==> src/rtl/uart_tx_arbiter_if.sv <==
// ============================================================================
// Module  : uart_tx_arbiter_if
// Purpose : Requester-side request/data bundle and UART transmitter
//           handshake for the UART transmit arbiter.
// Revision: 1.0  initial release
// ============================================================================
`default_nettype none

interface uart_tx_arbiter_if #(
  parameter int NREQ   = 4,
  parameter int DATA_W = 8
);

  logic [NREQ-1:0]        req;
  logic [NREQ*DATA_W-1:0] req_data;
  logic [NREQ-1:0]        ack;
  logic                   tx_start;
  logic [DATA_W-1:0]      tx_data;
  logic                   busy;
  logic [1:0]             active_id;
  logic                   active;
  logic                   timeout_err;

  // Master is the environment side: the requesters plus the UART busy flag.
  modport master (
    output req,
    output req_data,
    output busy,
    input  ack,
    input  tx_start,
    input  tx_data,
    input  active_id,
    input  active,
    input  timeout_err
  );

  modport slave (
    input  req,
    input  req_data,
    input  busy,
    output ack,
    output tx_start,
    output tx_data,
    output active_id,
    output active,
    output timeout_err
  );

endinterface

`default_nettype wire

==> src/rtl/uart_tx_arbiter.sv <==
// ============================================================================
// Module  : uart_tx_arbiter
// Purpose : Round-robin arbiter that shares one UART transmitter among
//           NREQ byte requesters, with a busy-rise timeout.
// Revision: 1.0  initial release
// ============================================================================
`default_nettype none

module uart_tx_arbiter #(
  parameter int NREQ   = 4,
  parameter int DATA_W = 8,
  parameter int TMO    = 15
) (
  input  wire logic        clk,
  input  wire logic        rst,
  uart_tx_arbiter_if.slave bus
);

  localparam int c_ID_W  = $clog2(NREQ);
  localparam int c_CNT_W = $clog2(TMO + 1);

  typedef enum logic [1:0] {
    IDLE      = 2'd0,
    ISSUE     = 2'd1,
    WAIT_BUSY = 2'd2,
    WAIT_DONE = 2'd3
  } state_t;

  state_t              r_state;
  logic [c_ID_W-1:0]   r_rr_ptr;
  logic [c_CNT_W-1:0]  r_cnt;
  logic                r_tx_start;
  logic [NREQ-1:0]     r_ack;
  logic [DATA_W-1:0]   r_tx_data;
  logic [c_ID_W-1:0]   r_active_id;
  logic                r_active;
  logic                r_timeout_err;

  logic [NREQ-1:0]     w_rot;
  logic [c_ID_W-1:0]   w_off;
  logic [c_ID_W-1:0]   w_grant_id;
  logic [NREQ-1:0]     w_grant_oh;
  logic [DATA_W-1:0]   w_grant_data;
  logic                w_any_req;
  logic [c_CNT_W-1:0]  w_cnt_nxt;

  // Requests rotated so that bit 0 is the requester at rr_ptr; the lowest
  // set bit of w_rot is then the next one in round-robin order.
  generate
    for (genvar gi = 0; gi < NREQ; gi++) begin : g_rot
      assign w_rot[gi] = bus.req[r_rr_ptr + c_ID_W'(gi)];
    end
  endgenerate

  always_comb begin
    w_off = '0;
    for (int k = NREQ - 1; k >= 0; k--) begin
      if (w_rot[k]) begin
        w_off = c_ID_W'(k);
      end
    end
  end

  assign w_any_req    = |bus.req;
  assign w_grant_id   = r_rr_ptr + w_off;
  assign w_grant_oh   = {{(NREQ-1){1'b0}}, 1'b1} << w_grant_id;
  assign w_grant_data = bus.req_data[w_grant_id*DATA_W +: DATA_W];
  assign w_cnt_nxt    = r_cnt + c_CNT_W'(1);

  always_ff @(posedge clk or posedge rst) begin
    if (rst) begin
      r_state       <= IDLE;
      r_rr_ptr      <= '0;
      r_cnt         <= '0;
      r_tx_start    <= 1'b0;
      r_ack         <= '0;
      r_tx_data     <= '0;
      r_active_id   <= '0;
      r_active      <= 1'b0;
      r_timeout_err <= 1'b0;
    end else begin
      r_tx_start    <= 1'b0;
      r_ack         <= '0;
      r_timeout_err <= 1'b0;
      case (r_state)
        IDLE: begin
          // Pulses are registered here so they are visible for the whole
          // ISSUE cycle that follows.
          if (w_any_req) begin
            r_tx_data   <= w_grant_data;
            r_active_id <= w_grant_id;
            r_tx_start  <= 1'b1;
            r_ack       <= w_grant_oh;
            r_active    <= 1'b1;
            r_state     <= ISSUE;
          end
        end
        ISSUE: begin
          r_rr_ptr <= r_active_id + c_ID_W'(1);
          r_cnt    <= '0;
          r_state  <= WAIT_BUSY;
        end
        WAIT_BUSY: begin
          if (bus.busy) begin
            r_state <= WAIT_DONE;
          end else begin
            r_cnt <= w_cnt_nxt;
            if (w_cnt_nxt == c_CNT_W'(TMO)) begin
              r_timeout_err <= 1'b1;
              r_active      <= 1'b0;
              r_state       <= IDLE;
            end
          end
        end
        WAIT_DONE: begin
          if (!bus.busy) begin
            r_active <= 1'b0;
            r_state  <= IDLE;
          end
        end
        default: begin
          r_active <= 1'b0;
          r_state  <= IDLE;
        end
      endcase
    end
  end

  assign bus.tx_start    = r_tx_start;
  assign bus.ack         = r_ack;
  assign bus.tx_data     = r_tx_data;
  assign bus.active_id   = r_active_id;
  assign bus.active      = r_active;
  assign bus.timeout_err = r_timeout_err;

endmodule

`default_nettype wire

==> src/flat_wrapper.sv <==
// flat-port wrapper written by rule: the top's interface ports become plain ports
module uart_tx_arbiter_flat 
#(
  parameter int NREQ   = 4,
  parameter int DATA_W = 8,
  parameter int TMO    = 15
)
  (clk, rst, bus_req, bus_req_data, bus_busy, bus_ack, bus_tx_start, bus_tx_data, bus_active_id, bus_active, bus_timeout_err);
  uart_tx_arbiter_if #(.NREQ(NREQ), .DATA_W(DATA_W)) bus_i ();
  input  wire logic clk;
  input  wire logic rst;
  input wire logic [$bits(bus_i.req)-1:0] bus_req;
  input wire logic [$bits(bus_i.req_data)-1:0] bus_req_data;
  input wire logic [$bits(bus_i.busy)-1:0] bus_busy;
  output wire logic [$bits(bus_i.ack)-1:0] bus_ack;
  output wire logic [$bits(bus_i.tx_start)-1:0] bus_tx_start;
  output wire logic [$bits(bus_i.tx_data)-1:0] bus_tx_data;
  output wire logic [$bits(bus_i.active_id)-1:0] bus_active_id;
  output wire logic [$bits(bus_i.active)-1:0] bus_active;
  output wire logic [$bits(bus_i.timeout_err)-1:0] bus_timeout_err;
  assign bus_i.req = bus_req;
  assign bus_i.req_data = bus_req_data;
  assign bus_i.busy = bus_busy;
  assign bus_ack = bus_i.ack;
  assign bus_tx_start = bus_i.tx_start;
  assign bus_tx_data = bus_i.tx_data;
  assign bus_active_id = bus_i.active_id;
  assign bus_active = bus_i.active;
  assign bus_timeout_err = bus_i.timeout_err;
  uart_tx_arbiter #(.NREQ(NREQ), .DATA_W(DATA_W), .TMO(TMO)) u_core (.clk(clk), .rst(rst), .bus(bus_i));
endmodule
==> config.mk <==
export PLATFORM = sky130hd
export DESIGN_NAME = uart_tx_arbiter_flat
export DESIGN_NICKNAME = d
export VERILOG_FILES = /design/src/rtl/uart_tx_arbiter_if.sv /design/src/rtl/uart_tx_arbiter.sv /design/src/flat_wrapper.sv
export SDC_FILE = /design/constraint.sdc
export NUM_CORES = 1
export LEC_CHECK = 0
export CORE_MARGIN = 10
export CORE_UTILIZATION = 40
export CTS_CLUSTER_SIZE = 40
export DETAILED_ROUTE_END_ITERATION = 8
export PLACE_DENSITY = 0.87
export SYNTH_ARGS = -nofsm -noshare
export SYNTH_HDL_FRONTEND = slang
export SYNTH_SLANG_ARGS = --single-unit
==> constraint.sdc <==
create_clock -name clk -period 2.2 [get_ports clk]
set_input_delay 0.55 -clock clk [delete_from_list [all_inputs] [get_ports clk]]
set_output_delay 0.55 -clock clk [all_outputs]
set_load 0.005 [all_outputs]
==> results <==
-- cell usage after synthesis (all sizes together) --
cell     number
a2111oi       8
a211oi        1
a21o          2
a21oi         9
a221oi        8
a2bb2oi       1
a31oi         1
buf           3
clkbuf        6
dfrtp        25
ha            3
inv           5
nand2        22
nand2b        4
nand3         5
nand3b        1
nor2         17
nor2b        16
nor3          5
nor4          2
nor4b         1
o211ai        2
o21a          1
o21ai         8
o21bai        1
o311a         1
o311ai        1
o31ai         8
o32ai         1
or3           1
xnor2         3
xor2          2
-- worst reg2reg max path: stages (launching register included) --
cell	delay, ns
sky130_fd_sc_hd__dfrtp_2	0.47
sky130_fd_sc_hd__o311a_1	0.39
sky130_fd_sc_hd__o21ai_2	0.18
sky130_fd_sc_hd__ha_4	0.23
sky130_fd_sc_hd__xor2_4	0.10
sky130_fd_sc_hd__buf_12	0.14
sky130_fd_sc_hd__buf_12	0.12
sky130_fd_sc_hd__a21oi_4	0.24
sky130_fd_sc_hd__a2111oi_4	0.05
sky130_fd_sc_hd__o31ai_1	0.33
-- cells by family (layout without fill, tap and decap cells) --
family,Yosys count,in the layout,share of synthesized area
DFF,25,25,0.410
xor gates and xnor gates,5,5,0.0287
buffers and inverters,14,94,0.0385
and+or+nand+nor,74,75,0.240
adders and majority gates,3,3,0.0246
AOI/OAI and AO/OA,53,54,0.259
-- per-stage QoR --
stage / setup slack, ns / cell area (µm²) / power, W / std cells
6_report: -0.158 / 2770 / 0.00420 / 304
5_1_grt: -0.246 / 2770 / 0.00444 / 304
4_1_cts: 0.00505 / 2650 / 0.00380 / 301
3_5_place_dp: -0.742 / 2440 / 0.00312 / 291
3_3_place_gp: -0.648 / 2440 / 0.00306 / 291
2_1_floorplan: -0.0204 / 1710 / 0.00233 / 174
-- worst max path at each step --
| stage | cells after the start | slack, ns | endpoint | startpoint |
|---|---|---|---|---|
| after floorplan | 8 | -0.02 | u_core.bus.tx_data[0] | bus_req[2] |
| after global placement | 9 | -0.65 | u_core.bus.tx_data[2] | bus_req[3] |
| after detailed placement | 9 | -0.74 | u_core.bus.active_id[1] | bus_req[3] |
| after CTS | 8 | 0.005 | u_core.bus.tx_data[0] | u_core.r_rr_ptr[0] |
| after global routing | 9 | -0.25 | u_core.bus.tx_data[2] | u_core.r_rr_ptr[0] |
| final | 9 | -0.16 | u_core.bus.tx_data[3] | u_core.r_rr_ptr[0] |
-- power by group through the flow --
stage                     clock network, W  logic, W  registers, W
after floorplan                          0   0.00156      0.000766
after global placement                   0   0.00224      0.000823
after detailed placement                 0   0.00230      0.000827
after CTS                         0.000275   0.00269      0.000827
after global routing              0.000300   0.00327      0.000864
final                             0.000279   0.00308      0.000842
-- metal layers --
metal | track usage | vias to the layer above | share of wire
met3 | 0.0721 | 16 | 0.084
met1 | 0.173 | 839 | 0.37
met4 | 0.0374 | 0 | 0.018
met2 | 0.287 | 82 | 0.52
met5 | 0 | - | 0
li1 | - | 810 | -
-- registers in the layout, summed over array words and instances (netlist names) --
register	count
u_core.bus.tx_data	8
u_core.bus.ack	4
u_core.r_cnt	4
u_core.bus.active_id	2
u_core.r_rr_ptr	2
u_core.r_state	2
u_core.bus.active	1
u_core.bus.timeout_err	1
u_core.bus.tx_start	1
-- what timing repair did --
item / CTS / global route
setup buffers: 6 / 3
setup endpoints to repair: 14 / 12
pin swaps: 26 / 10
resized for setup: 31 / 11
gates cloned: 2 / 0
-- final cells by class --
| cell class | count | area (µm²) |
|---|---|---|
| clock inverters | 1 | 7.51 |
| multi-input cells | 137 | 1190 |
| inverters | 5 | 18.8 |
| fillers | 231 | 922 |
| clock buffers | 3 | 41.3 |
| repair buffers | 85 | 826 |
| well taps | 48 | 60.1 |
| flip-flops and latches | 25 | 627 |
==> impl_summary.txt <==
----------------------------------------------------
[Run status]
  Result of the run ... finished with violations
  Violations in the final reports ... negative setup slack

[Yosys]
  Fraction of synthesized cell area taken by the top area cell type ... 0.410
  Count of warnings emitted by yosys ... 0
  Mean instance size in the synthesized netlist ... 8.78 µm²
  Dominant cell type by area after synthesis ... sky130_fd_sc_hd__dfrtp_1
  Cell types occupying the most area after synthesis ... sky130_fd_sc_hd__dfrtp_1 (41%), sky130_fd_sc_hd__nor2b_1 (6.6%), sky130_fd_sc_hd__nand2_1 (5.4%)
  Instance count of the mapped netlist ... 174
  Syn nets ... 216
  Yosys reg bits ... 25
  Post-synthesis cell type count ... 38
  Cell area after synthesis ... 1530 µm²
  Sequential area share after synthesis ... 0.410

[Place]
  IO buf count ... 55
  HPWL after detailed placement ... 3770 µm
  Weighted congestion reported at the end of routability-driven placement ... 0.834

[Critical path]
  Crit path max-delay family ... compound AO/OA/AOI/OAI gates
  Endpoint of the lowest-slack register-to-register path ... u_core.bus.tx_data[3]
  Reg-to-Reg Start ... u_core.r_rr_ptr[0]
  Highest net fanout along the worst path ... 7
  Critical path buffers and inverters ... 2
  CP Cell Sequence ... o311a_1, o21ai_2, ha_4, xor2_4, buf_12, buf_12, a21oi_4, a2111oi_4, o31ai_1
  Data required time at the worst endpoint ... 2.36 ns
  Standard cell with the maximum stage delay on the critical path ... sky130_fd_sc_hd__dfrtp_2
  Data arrival time at the worst-slack endpoint ... 2.52 ns
  Startpoint type of the worst setup path ... flip-flop
  FF-to-FF path depth ... 9
  Category of the worst setup path capture point ... flip-flop
  Register-to-register setup slack ... -0.16 ns
  Class of the most critical setup path ... reg -> reg
  Worst path most repeated cell ... sky130_fd_sc_hd__buf_12
  CP max stage delay ... 0.47 ns

[Die]
  Starting utilization of the core area ... 0.414
  Floorplan die width ... 81.8 µm
  Total I/O pin count ... 56
  Floorplan core area ... 3690 µm²
  Site Rows ... 22
  Die Span Y ... 81.8 µm
  Area of the die ... 6690 µm²

[Timing]
  Final total negative setup slack ... -0.465 ns
  Final clock period utilization by the worst path ... 1.07
  Normalized max-slew margin ... 0.592
  Setup-failing EPs final ... 5
  Hold WS ... 0.504 ns
  Final number of max-transition violations ... 0
  Highest clock frequency the design can meet ... 424 MHz
  Unrepaired setup endpoints after global routing ... yes
  Slew at the pin closest to its max-slew limit ... 0.611 ns
  Crit path setup slack, layout ... -0.158 ns
  Clock tree skew after final layout ... 0.00524 ns
  Number of endpoints with negative hold slack in the final report ... 0
  Shortest clock period the worst path allows after layout ... 2.36 ns

[Global route]
  Pin count of the biggest net entering global routing ... 26
  First-pass GRT wire length ... 8690 µm
  Via count of the first global-routing pass ... 1845
  Number of antenna violations at the first check in global routing ... 0
  Global-route congestion overflow total ... 0
  GRT Total Usage ... 0.162

[Clocking]
  CTS tree ... yes
  Number of clock sinks seen by CTS ... 25
  Clock buffer depth ... 2
  Clock insertion delay at the later pin of the skew report ... 0.27 ns
  H-Tree Depth ... 1
  Total CTS buffers ... 3
  Reg clk slew, reported paths ... 0.09 ns
  CTS root buffer ... sky130_fd_sc_hd__clkbuf_8
  Hold-fix buffers at CTS ... 0

[Final layout]
  Most common cell after layout, fill and taps aside ... sky130_fd_sc_hd__clkdlybuf4s50_1
  Share of the core filled with cells in the final layout ... 0.750
  Relative area change from synthesis to final layout ... 81.1%
  Final nets ... 299
  Fraction of layout instances using a drive strength above 1 ... 0.297
  Commonest non-fill, non-tap cells in the layout ... sky130_fd_sc_hd__clkdlybuf4s50_1 (51), sky130_fd_sc_hd__dfrtp_1 (24), sky130_fd_sc_hd__buf_4 (23)
  Number of diodes ... 0

[Power]
  Sequential Power Share ... 0.201
  LEAKAGE ... 1.08 nW
  Clock power share ... 0.067
  Cell-internal power ... 0.00235 W
  Logic pwr share ... 0.733
  Switching part of the total ... 0.440
  Reported net switching power ... 0.00185 W
  Power density cells ... 1520 nW/µm²
  Worst voltage drop across the vdd grid ... 890 µV

[Min path]
  Hold path endpoint ... u_core.bus.tx_data[7]
  Min-delay worst type ... reg -> reg
  Worst hold stages ... 2
  Startpoint of the tightest hold check path ... u_core.bus.tx_data[7]

[Detailed routing]
  Per-cell via count in the routed design ... 5.75
  DR vias ... 1747
  Number of design rule violations left after detail routing ... 0
  WL per Instance ... 18.8 µm
  Antenna Nets Post-Route ... 0
  1st-iter DRT viols ... 144
  Length of the first detailed-routing pass in iterations ... 4
  Total routed wirelength ... 5700 µm

[Job]
  Reported max-cap violation count ... 0

----------------------------------------------------
Note: power is estimated with default switching activity, not from simulation.
